### src/rtl/sprite_rom_pkg.sv
// Shared constants and shape-test helpers for the sprite pixel ROMs.
package sprite_rom_pkg;

  localparam int KIND_CHAR  = 0;
  localparam int KIND_COLL  = 1;
  localparam int KIND_SHARK = 2;

  localparam logic [2:0] S_TYPE_COIN  = 3'd0;
  localparam logic [2:0] S_TYPE_SHARK = 3'd1;
  localparam logic [2:0] S_TYPE_GEM   = 3'd2;

  // Every opaque colour is non-zero; zero is reserved for "no data".
  localparam logic [11:0] TRANSPARENT = 12'h000;
  localparam logic [11:0] C_CHAR_IDLE = 12'hF80;
  localparam logic [11:0] C_CHAR_RISE = 12'h0F0;
  localparam logic [11:0] C_CHAR_FALL = 12'hF00;
  localparam logic [11:0] C_COIN      = 12'hFD0;
  localparam logic [11:0] C_SHINE     = 12'hFF8;
  localparam logic [11:0] C_GEM       = 12'h0FF;
  localparam logic [11:0] C_SHARK     = 12'h888;
  localparam logic [11:0] C_EYE       = 12'h111;

  function automatic logic in_range(input logic [10:0] v,
                                    input logic [10:0] lo,
                                    input logic [10:0] hi);
    return (v >= lo) && (v <= hi);
  endfunction

  // Manhattan-distance diamond centred on (cx, cy) with radius r.
  function automatic logic in_diamond(input logic [10:0] x,
                                      input logic [10:0] y,
                                      input logic [10:0] cx,
                                      input logic [10:0] cy,
                                      input logic [10:0] r);
    logic [10:0] dx;
    logic [10:0] dy;
    logic [11:0] sum;
    dx  = (x >= cx) ? (x - cx) : (cx - x);
    dy  = (y >= cy) ? (y - cy) : (cy - y);
    sum = {1'b0, dx} + {1'b0, dy};
    return sum <= {1'b0, r};
  endfunction

endpackage

### src/rtl/sprite_roms_if.sv
// Lookup bus between a sprite wrapper (master) and its pixel ROM (slave).
interface sprite_roms_if #(parameter int LOG_FRAMES = 3);

  logic [10:0]           x;
  logic [10:0]           y;
  logic [2:0]            s_type;
  logic [LOG_FRAMES-1:0] frame;
  logic [11:0]           pixel;

  modport master (output x, output y, output s_type, output frame, input pixel);
  modport slave  (input x, input y, input s_type, input frame, output pixel);

endinterface

### src/rtl/collectable_rom.sv
// Collectable (coin/gem) sprite ROM wrapper for existing call sites.
module collectable_rom #(
  parameter int WIDTH      = 15,
  parameter int HEIGHT     = 16,
  parameter int LOG_FRAMES = 3
) (
  input logic          vclock,
  input logic          reset,
  sprite_roms_if.slave bus
);

  sprite_roms #(
    .KIND(1), .WIDTH(WIDTH), .HEIGHT(HEIGHT), .LOG_FRAMES(LOG_FRAMES)
  ) u_rom (
    .vclock(vclock),
    .reset (reset),
    .bus   (bus)
  );

endmodule

### src/rtl/sprite_roms.sv
// Combinational sprite shape logic behind one output register; KIND selects the sprite.
// Define SPRITE_ROM_ANIM_EN to honour the frame input; otherwise frame is treated as 0.
import sprite_rom_pkg::*;

module sprite_roms #(
  parameter int KIND       = 0,
  parameter int WIDTH      = 20,
  parameter int HEIGHT     = 20,
  parameter int LOG_FRAMES = 3
) (
  input logic          vclock,
  input logic          reset,
  sprite_roms_if.slave bus
);

  logic [11:0]           pix_d;
  logic [LOG_FRAMES-1:0] frame_eff;
  logic [31:0]           frame_num;
  logic                  in_box;
  logic                  unused_bits;

`ifdef SPRITE_ROM_ANIM_EN
  assign frame_eff = bus.frame;
`else
  assign frame_eff = '0;
`endif

  assign frame_num   = 32'(frame_eff);
  assign unused_bits = ^{bus.s_type, bus.frame, frame_num, frame_eff};
  // Unsigned compare: wrapped negative offsets land far outside the box.
  assign in_box = (bus.x < 11'(WIDTH)) && (bus.y < 11'(HEIGHT));

  if (KIND == KIND_CHAR) begin : g_char
    always_comb begin
      pix_d = TRANSPARENT;
      if (in_box) begin
        if (in_range(bus.x, 11'd12, 11'd13) && in_range(bus.y, 11'd5, 11'd6)) begin
          pix_d = C_EYE;
        end else if (in_range(bus.x, 11'd2, 11'(WIDTH - 3)) &&
                     in_range(bus.y, 11'd2, 11'(HEIGHT - 3))) begin
          if (frame_num == 1)      pix_d = C_CHAR_RISE;
          else if (frame_num == 2) pix_d = C_CHAR_FALL;
          else                     pix_d = C_CHAR_IDLE;
        end
      end
    end
  end else if (KIND == KIND_COLL) begin : g_coll
    always_comb begin
      pix_d = TRANSPARENT;
      if (in_box && in_diamond(bus.x, bus.y, 11'd7, 11'd7, 11'd7)) begin
        if (bus.s_type == S_TYPE_COIN)     pix_d = (frame_num >= 4) ? C_SHINE : C_COIN;
        else if (bus.s_type == S_TYPE_GEM) pix_d = C_GEM;
      end
    end
  end else if (KIND == KIND_SHARK) begin : g_shark
    always_comb begin
      pix_d = TRANSPARENT;
      if (in_box && (bus.s_type == S_TYPE_SHARK)) begin
        if ((bus.x == 11'd32) && (bus.y == 11'd10)) begin
          pix_d = C_EYE;
        end else if ((in_range(bus.y, 11'd8, 11'd15) && in_range(bus.x, 11'd4, 11'd35)) ||
                     ((bus.y <= 11'd7) && in_range(bus.x, 11'd16, 11'd16 + bus.y)) ||
                     ((bus.x <= 11'd3) && (frame_eff[0] ? in_range(bus.y, 11'd4, 11'd15)
                                                        : in_range(bus.y, 11'd6, 11'd17)))) begin
          pix_d = C_SHARK;
        end
      end
    end
  end else begin : g_none
    assign pix_d = TRANSPARENT;
  end

  always_ff @(posedge vclock) begin
    if (reset) bus.pixel <= TRANSPARENT;
    else       bus.pixel <= pix_d;
  end

endmodule

### src/flat_wrapper.sv
// flat-port wrapper written by rule: the top's interface ports become plain ports
module collectable_rom_flat 
#(
  parameter int WIDTH      = 15,
  parameter int HEIGHT     = 16,
  parameter int LOG_FRAMES = 3
)
  (vclock, reset, bus_x, bus_y, bus_s_type, bus_frame, bus_pixel);
  sprite_roms_if #(.LOG_FRAMES(LOG_FRAMES)) bus_i ();
  input logic vclock;
  input logic reset;
  input wire logic [$bits(bus_i.x)-1:0] bus_x;
  input wire logic [$bits(bus_i.y)-1:0] bus_y;
  input wire logic [$bits(bus_i.s_type)-1:0] bus_s_type;
  input wire logic [$bits(bus_i.frame)-1:0] bus_frame;
  output wire logic [$bits(bus_i.pixel)-1:0] bus_pixel;
  assign bus_i.x = bus_x;
  assign bus_i.y = bus_y;
  assign bus_i.s_type = bus_s_type;
  assign bus_i.frame = bus_frame;
  assign bus_pixel = bus_i.pixel;
  collectable_rom #(.WIDTH(WIDTH), .HEIGHT(HEIGHT), .LOG_FRAMES(LOG_FRAMES)) u_core (.vclock(vclock), .reset(reset), .bus(bus_i));
endmodule
### config.mk
export PLATFORM = sky130hd
export DESIGN_NAME = collectable_rom_flat
export DESIGN_NICKNAME = d
export VERILOG_FILES = /design/src/rtl/sprite_rom_pkg.sv /design/src/rtl/sprite_roms_if.sv /design/src/rtl/collectable_rom.sv /design/src/rtl/sprite_roms.sv /design/src/flat_wrapper.sv
export SDC_FILE = /design/constraint.sdc
export NUM_CORES = 1
export LEC_CHECK = 0
export ABC_AREA = 0
export BUFFER_PORTS_ARGS = -buffer_cell sky130_fd_sc_hd__buf_4
export CORE_MARGIN = 2
export CORE_UTILIZATION = 56
export CTS_CLUSTER_SIZE = 40
export DETAILED_ROUTE_END_ITERATION = 10
export HOLD_SLACK_MARGIN = 0.05
export MAX_ROUTING_LAYER = met4
export PLACE_DENSITY = 0.88
export SLEW_MARGIN = 0
export SYNTH_ARGS = -nofsm -noshare
export SYNTH_HDL_FRONTEND = slang
export SYNTH_SLANG_ARGS = --single-unit
### constraint.sdc
create_clock -name vclock -period 8.7 [get_ports vclock]
set_clock_uncertainty 0.05 [all_clocks]
set_input_delay 1.74 -clock vclock [delete_from_list [all_inputs] [get_ports vclock]]
set_output_delay 1.74 -clock vclock [all_outputs]
set_load 0.1 [all_outputs]
# == Word level (Yosys, flattened, before mapping) ==
# Cells that the tools add are included.
# totals
ff_bits,12
latch_bits,0
ram_bits,0
romBits,0
input_bits,30
word_cells,23
n_memories,0
# op_classes
n_addsub,5
n_mul,0
n_div,0
magnitude_cmp,5
n_eq_ne,1
shift,0
n_mux,4
bitwise,1
reduce_logical,5
# ops
op,n
$ge A11 B3 Y1 const B,2
$mux W11,2
$sub A11 B3 Y11 const B,2
$sub A3 B11 Y11 const A,2
$add A11 B11 Y12,1
$le A12 B3 Y1 const B,1
$mux W12,1
$lt A11 B4 Y1 const B,1
$lt A11 B5 Y1 const B,1
$mux W8,1
$eq A3 B2 Y1 const B,1
$logic_not A3 Y1,1
$reduce_or A3 Y1,1
$logic_and A1 B1 Y1,2
$reduce_or A2 Y1,1
$not A1 Y1,1

# == Longest topological paths before layout ==
# logic_depth
depth_word,7
ltp_mapped,16
ltp_nobuf,15

# == Worst setup path before layout ==
# No wires, ideal clock.
# synth_timing
path_type,input port to flip-flop
from,input port bus_y[8]
to,register u_core.u_rom.bus.pixel[10]
setup_time_ns,0.086
arrival_ns,4.907
t_required_ns,8.564
path_slack_ns,3.658
stages,13
n_path_buf,0
path_cell_list,or4_4 -> nor4b_4 -> a21boi_4 -> a211o_2 -> nor3_1 -> xor2_1 -> ha_1 -> a21oi_1 -> nor2_1 -> a311o_1 -> nor4_1 -> o2111ai_1 -> a211oi_1
# synth_between
elab_chain_len,7
word_cells_on_any_way,11
cone_classes,add/sub (3); order compare (3); mux (1); bitwise (1); reduce/logical (3)
# synth_rtl
item,line,rtl
from (decl),flat_wrapper.sv:13,input wire logic [$bits(bus_i.y)-1:0] bus_y;
"$sub A3 B11 Y11, or another cell as far along",sprite_rom_pkg.sv:39,dy = (y >= cy) ? (y - cy) : (cy - y);
$mux W11,sprite_rom_pkg.sv:39,
$add A11 B11 Y12,sprite_rom_pkg.sv:40,"sum = {1'b0, dx} + {1'b0, dy};"
$le A12 B3 Y1,sprite_rom_pkg.sv:41,"return sum <= {1'b0, r};"
$logic_and A1 B1 Y1 (*),sprite_roms.sv:50,"if (in_box && in_diamond(bus.x, bus.y, 11'd7, 11'd7, 11'd7)) begin"
$not A1 Y1 (no source line) (*),--,
$reduce_or A2 Y1 (no source line) (*),--,
to (signal assigned),sprite_roms.sv:75,else bus.pixel <= pix_d;
to (decl),sprite_roms_if.sv:11,"modport slave (input x, input y, input s_type, input frame, output pixel);"
# Every way passes the cells marked *; elsewhere a longest branch is shown, timed or not.
# A chain may end at the register's enable or synchronous reset.

# == Final worst setup path ==
# layout_timing
from,input port bus_x[4]
to,register u_core.u_rom.bus.pixel[10]
# layout_between
elab_chain_len,7
word_cells_on_any_way,11
cone_classes,add/sub (3); order compare (3); mux (1); bitwise (1); reduce/logical (3)
# layout_rtl
item,line,rtl
from (decl),flat_wrapper.sv:12,input wire logic [$bits(bus_i.x)-1:0] bus_x;
"$sub A3 B11 Y11, or another cell as far along",sprite_rom_pkg.sv:38,dx = (x >= cx) ? (x - cx) : (cx - x);
$mux W11,sprite_rom_pkg.sv:38,
$add A11 B11 Y12,sprite_rom_pkg.sv:40,
$le A12 B3 Y1,sprite_rom_pkg.sv:41,
$logic_and A1 B1 Y1 (*),sprite_roms.sv:50,
$not A1 Y1 (no source line) (*),--,
$reduce_or A2 Y1 (no source line) (*),--,
# Marked as above.

==> metrics.log <==
INFO  metric tightestPinTransition = 0.799 ns
INFO  metric grt_overflow_total = 0
INFO  metric cts-root-to-sink-buffers = 2
INFO  metric clock_root_buffer = sky130_fd_sc_hd__clkbuf_4
INFO  metric number_of_flip_flops_in_the_largest_register = 3
INFO  metric synth_most_common_cell = sky130_fd_sc_hd__nor2_1
INFO  metric grt_pass1_vias = 1372
INFO  metric worstPathCellList = buf_4 > inv_1 > ha_1 > nand4_1 > nand2_1 > a311oi_1 > buf_4 > mux2i_1 > nand2_1 > xnor2_1 > ha_1 > a21oi_1 > nor2_1 > a311o_1 > nor4_1 > o2111ai_1 > a211oi_1
INFO  metric core_ar = 2250 µm²
INFO  metric synth.net_count = 236
INFO  metric worst_hold_path.num_cells = 2
INFO  metric place_ws = 2.80 ns
INFO  metric number_of_antenna_violations_at_the_first_check_in_global_routing = 0
INFO  metric fillerInstances = 183
INFO  metric grt_first_pass_wirelength = 5830 µm
INFO  metric numPortBuffers = 38
INFO  metric drc = 0
INFO  metric largest_registers_in_the_final_layout = u_core.u_rom.bus.pixel x3
INFO  metric place.gp.congestion = 0.896
INFO  metric syn_avg_cell_area = 7.28 µm²
INFO  metric violation_count_after_the_first_detailed_route_iteration = 34
INFO  metric y_dimension_of_the_die = 53.3 µm
INFO  metric min_period_over_period = 0.656
INFO  metric ctsHoldBuffers = 0
INFO  metric syn_to_final_growth = 19.3%
INFO  metric num-nets-final = 267
INFO  metric worstPathRequired = 8.80 ns
INFO  metric tritoncts.num_buffers = 3
INFO  metric grtUsageTotal = 0.277
INFO  metric io_pins = 42
INFO  metric postRouteWirelength = 3480 µm
INFO  metric grt_max_degree = 9
INFO  metric asyncSetResetFlopFracSynth = 0
INFO  metric period_minus_slack = 5.71 ns
INFO  metric synth.cell_area = 1360 µm²
INFO  metric ant_nets = 0
INFO  metric most_used_flip_flop_cell_after_synthesis = sky130_fd_sc_hd__dfxtp_1
INFO  metric total_design_power = 0.000134 W
INFO  metric setup.worst_path.start_class = input port
INFO  metric cts.sink_count = 3
INFO  metric final_max_slew_viols = 0
INFO  metric synth.top_cells.by_area = sky130_fd_sc_hd__ha_1 (17%), sky130_fd_sc_hd__xnor2_1 (7.7%), sky130_fd_sc_hd__nor2_1 (6.1%)
INFO  metric outcome = finished, final reports clean
INFO  metric drv_cap = 0
INFO  metric power.density_cell_area = 82.7 nW/µm²
INFO  metric worst_hold_path_type = in -> reg
INFO  metric number_of_iterations_in_the_first_detailed_routing_pass = 6
INFO  metric yosysSeqAreaShare = 0.0441
INFO  metric critical-path-max-stage-delay = 0.70 ns
INFO  metric synthDistinctLibCells = 50
INFO  metric max_freq = 175 MHz
INFO  metric dpl.hpwl = 2920 µm
INFO  metric critical_setup_path_kind = in -> reg
INFO  metric worst-endpoint-arrival = 5.81 ns
INFO  metric via_count = 1504
INFO  metric placement_rows = 17
INFO  metric post_cts_resized = 0
INFO  metric postCtsSetupRepairBufs = 0
INFO  metric synth_area_leader = sky130_fd_sc_hd__ha_1
INFO  metric synth.yosys.warnings = 0
INFO  metric placed_cell_area = 1600 µm²
INFO  metric worst_path_max_delay_cell = sky130_fd_sc_hd__a311oi_1
INFO  metric static-leakage-power = 0.716 nW
INFO  metric yosysTopAreaCellShare = 0.165
INFO  metric viasPerCell = 6.14
INFO  metric drive_above_1_share = 0.240
INFO  metric worst_setup_path_end_kind = flip-flop
INFO  metric fp.dieArea = 2840 µm²
INFO  metric die-width = 53.3 µm
INFO  metric num_antenna_cells = 0
INFO  metric post_layout_worst_setup_margin = 2.99 ns
INFO  metric postLayoutCellArea = 1620 µm²
INFO  metric cp_max_fo = 7
INFO  metric multiInputGateArea = 1160 µm²
INFO  metric route.detailed.wl_per_inst = 14.2 µm
INFO  metric start_util = 0.604
INFO  metric totalNegativeSetupSlack = 0 ns
INFO  metric synth_edf_count = 0
INFO  metric finalHoldWorstSlack = 1.63 ns
INFO  metric relSlewSlack = 0.463
INFO  metric vdd.ir_drop.worst = 0.0000535 V
INFO  metric tritoncts = yes
INFO  metric top_register = u_core.u_rom.bus.pixel
INFO  metric cts_htree_levels = 1
INFO  metric final-hold-violation-count = 0
INFO  metric grt_setup_unrepaired = no
INFO  metric setup_viol = 0
INFO  metric path_clk_slew = 0.04 ns
INFO  metric seqCellArea = 60.1 µm²
INFO  metric post_synth_most_frequent_cells = sky130_fd_sc_hd__nor2_1 (22), sky130_fd_sc_hd__ha_1 (18), sky130_fd_sc_hd__a21oi_1 (15), sky130_fd_sc_hd__inv_1 (13), sky130_fd_sc_hd__xnor2_1 (12)
INFO  metric post_synth_inst_count = 187
INFO  metric yosys_register_bits = 3
==> kinds of logic after synthesis <==
group,after synthesis,share of synthesized area
fa+ha+maj,19,0.180
compound gates,49,0.252
buf+inv,26,0.103
flops,3,0.0441
mux,5,0.0395
simple gates,69,0.279
xor+xnor,16,0.103
==> cell usage in the layout (no fill, tap or decap), drive strengths merged, types with 4 or more instances in the layout <==
cell type	n
xnor2	12
xor2	4
inv	13
ha	18
nand4	4
nor3	6
buf	39
nor2	22
nor4	7
clkbuf	4
a21oi	15
o21ai	6
nor2b	7
nand2	10
==> final cells by class <==
cell class	count	share of cell area
multi-input cells	158	0.715
clock buffers	4	0.0162
inverters	13	0.0300
repair buffers	39	0.180
well taps	28	0.0216
flip-flops and latches	3	0.0370
==> final timing paths <==
kind,start,to,slack (ns)
max,bus_x[4],u_core.u_rom.bus.pixel[10]$_SDFF_PP0_,2.99
min,bus_s_type[1],u_core.u_rom.bus.pixel[10]$_SDFF_PP0_,1.63
==> where the power goes <==
part / internal [W] / switching [W] / leakage, nW / total [W]
clock network: 0.0000172 / 0.00000677 / 0.0150 / 0.0000239
registers: 0.0000138 / 0.000000000000421 / 0.0241 / 0.0000138
logic: 0.0000423 / 0.0000543 / 0.677 / 0.0000966
==> through the flow <==
step            util  cells
5_1_grt        0.720    245
3_5_place_dp   0.709    241
6_report       0.720    245
4_1_cts        0.720    245
2_1_floorplan      -    187
3_3_place_gp   0.709    241
==> routing by layer <==
| layer | track usage | wire (µm) | vias to the layer above |
|---|---|---|---|
| li1 | - | - | 739 |
| met4 | 0.115 | 82 | 0 |
| met1 | 0.323 | 1440 | 687 |
| met2 | 0.484 | 1730 | 68 |
| met3 | 0.0226 | 227 | 10 |
| met5 | - | 0 | - |
==> critical path, delay by kind of cell <==
family,cells,cell delay [ns]
xor gates and xnor gates,1,0.13
AOI/OAI and AO/OA,5,1.77
muxes,1,0.26
buffers and inverters,3,0.45
adders and majority gates,2,0.58
and+or+nand+nor,5,0.89
Power figures use the tool's default switching activity.
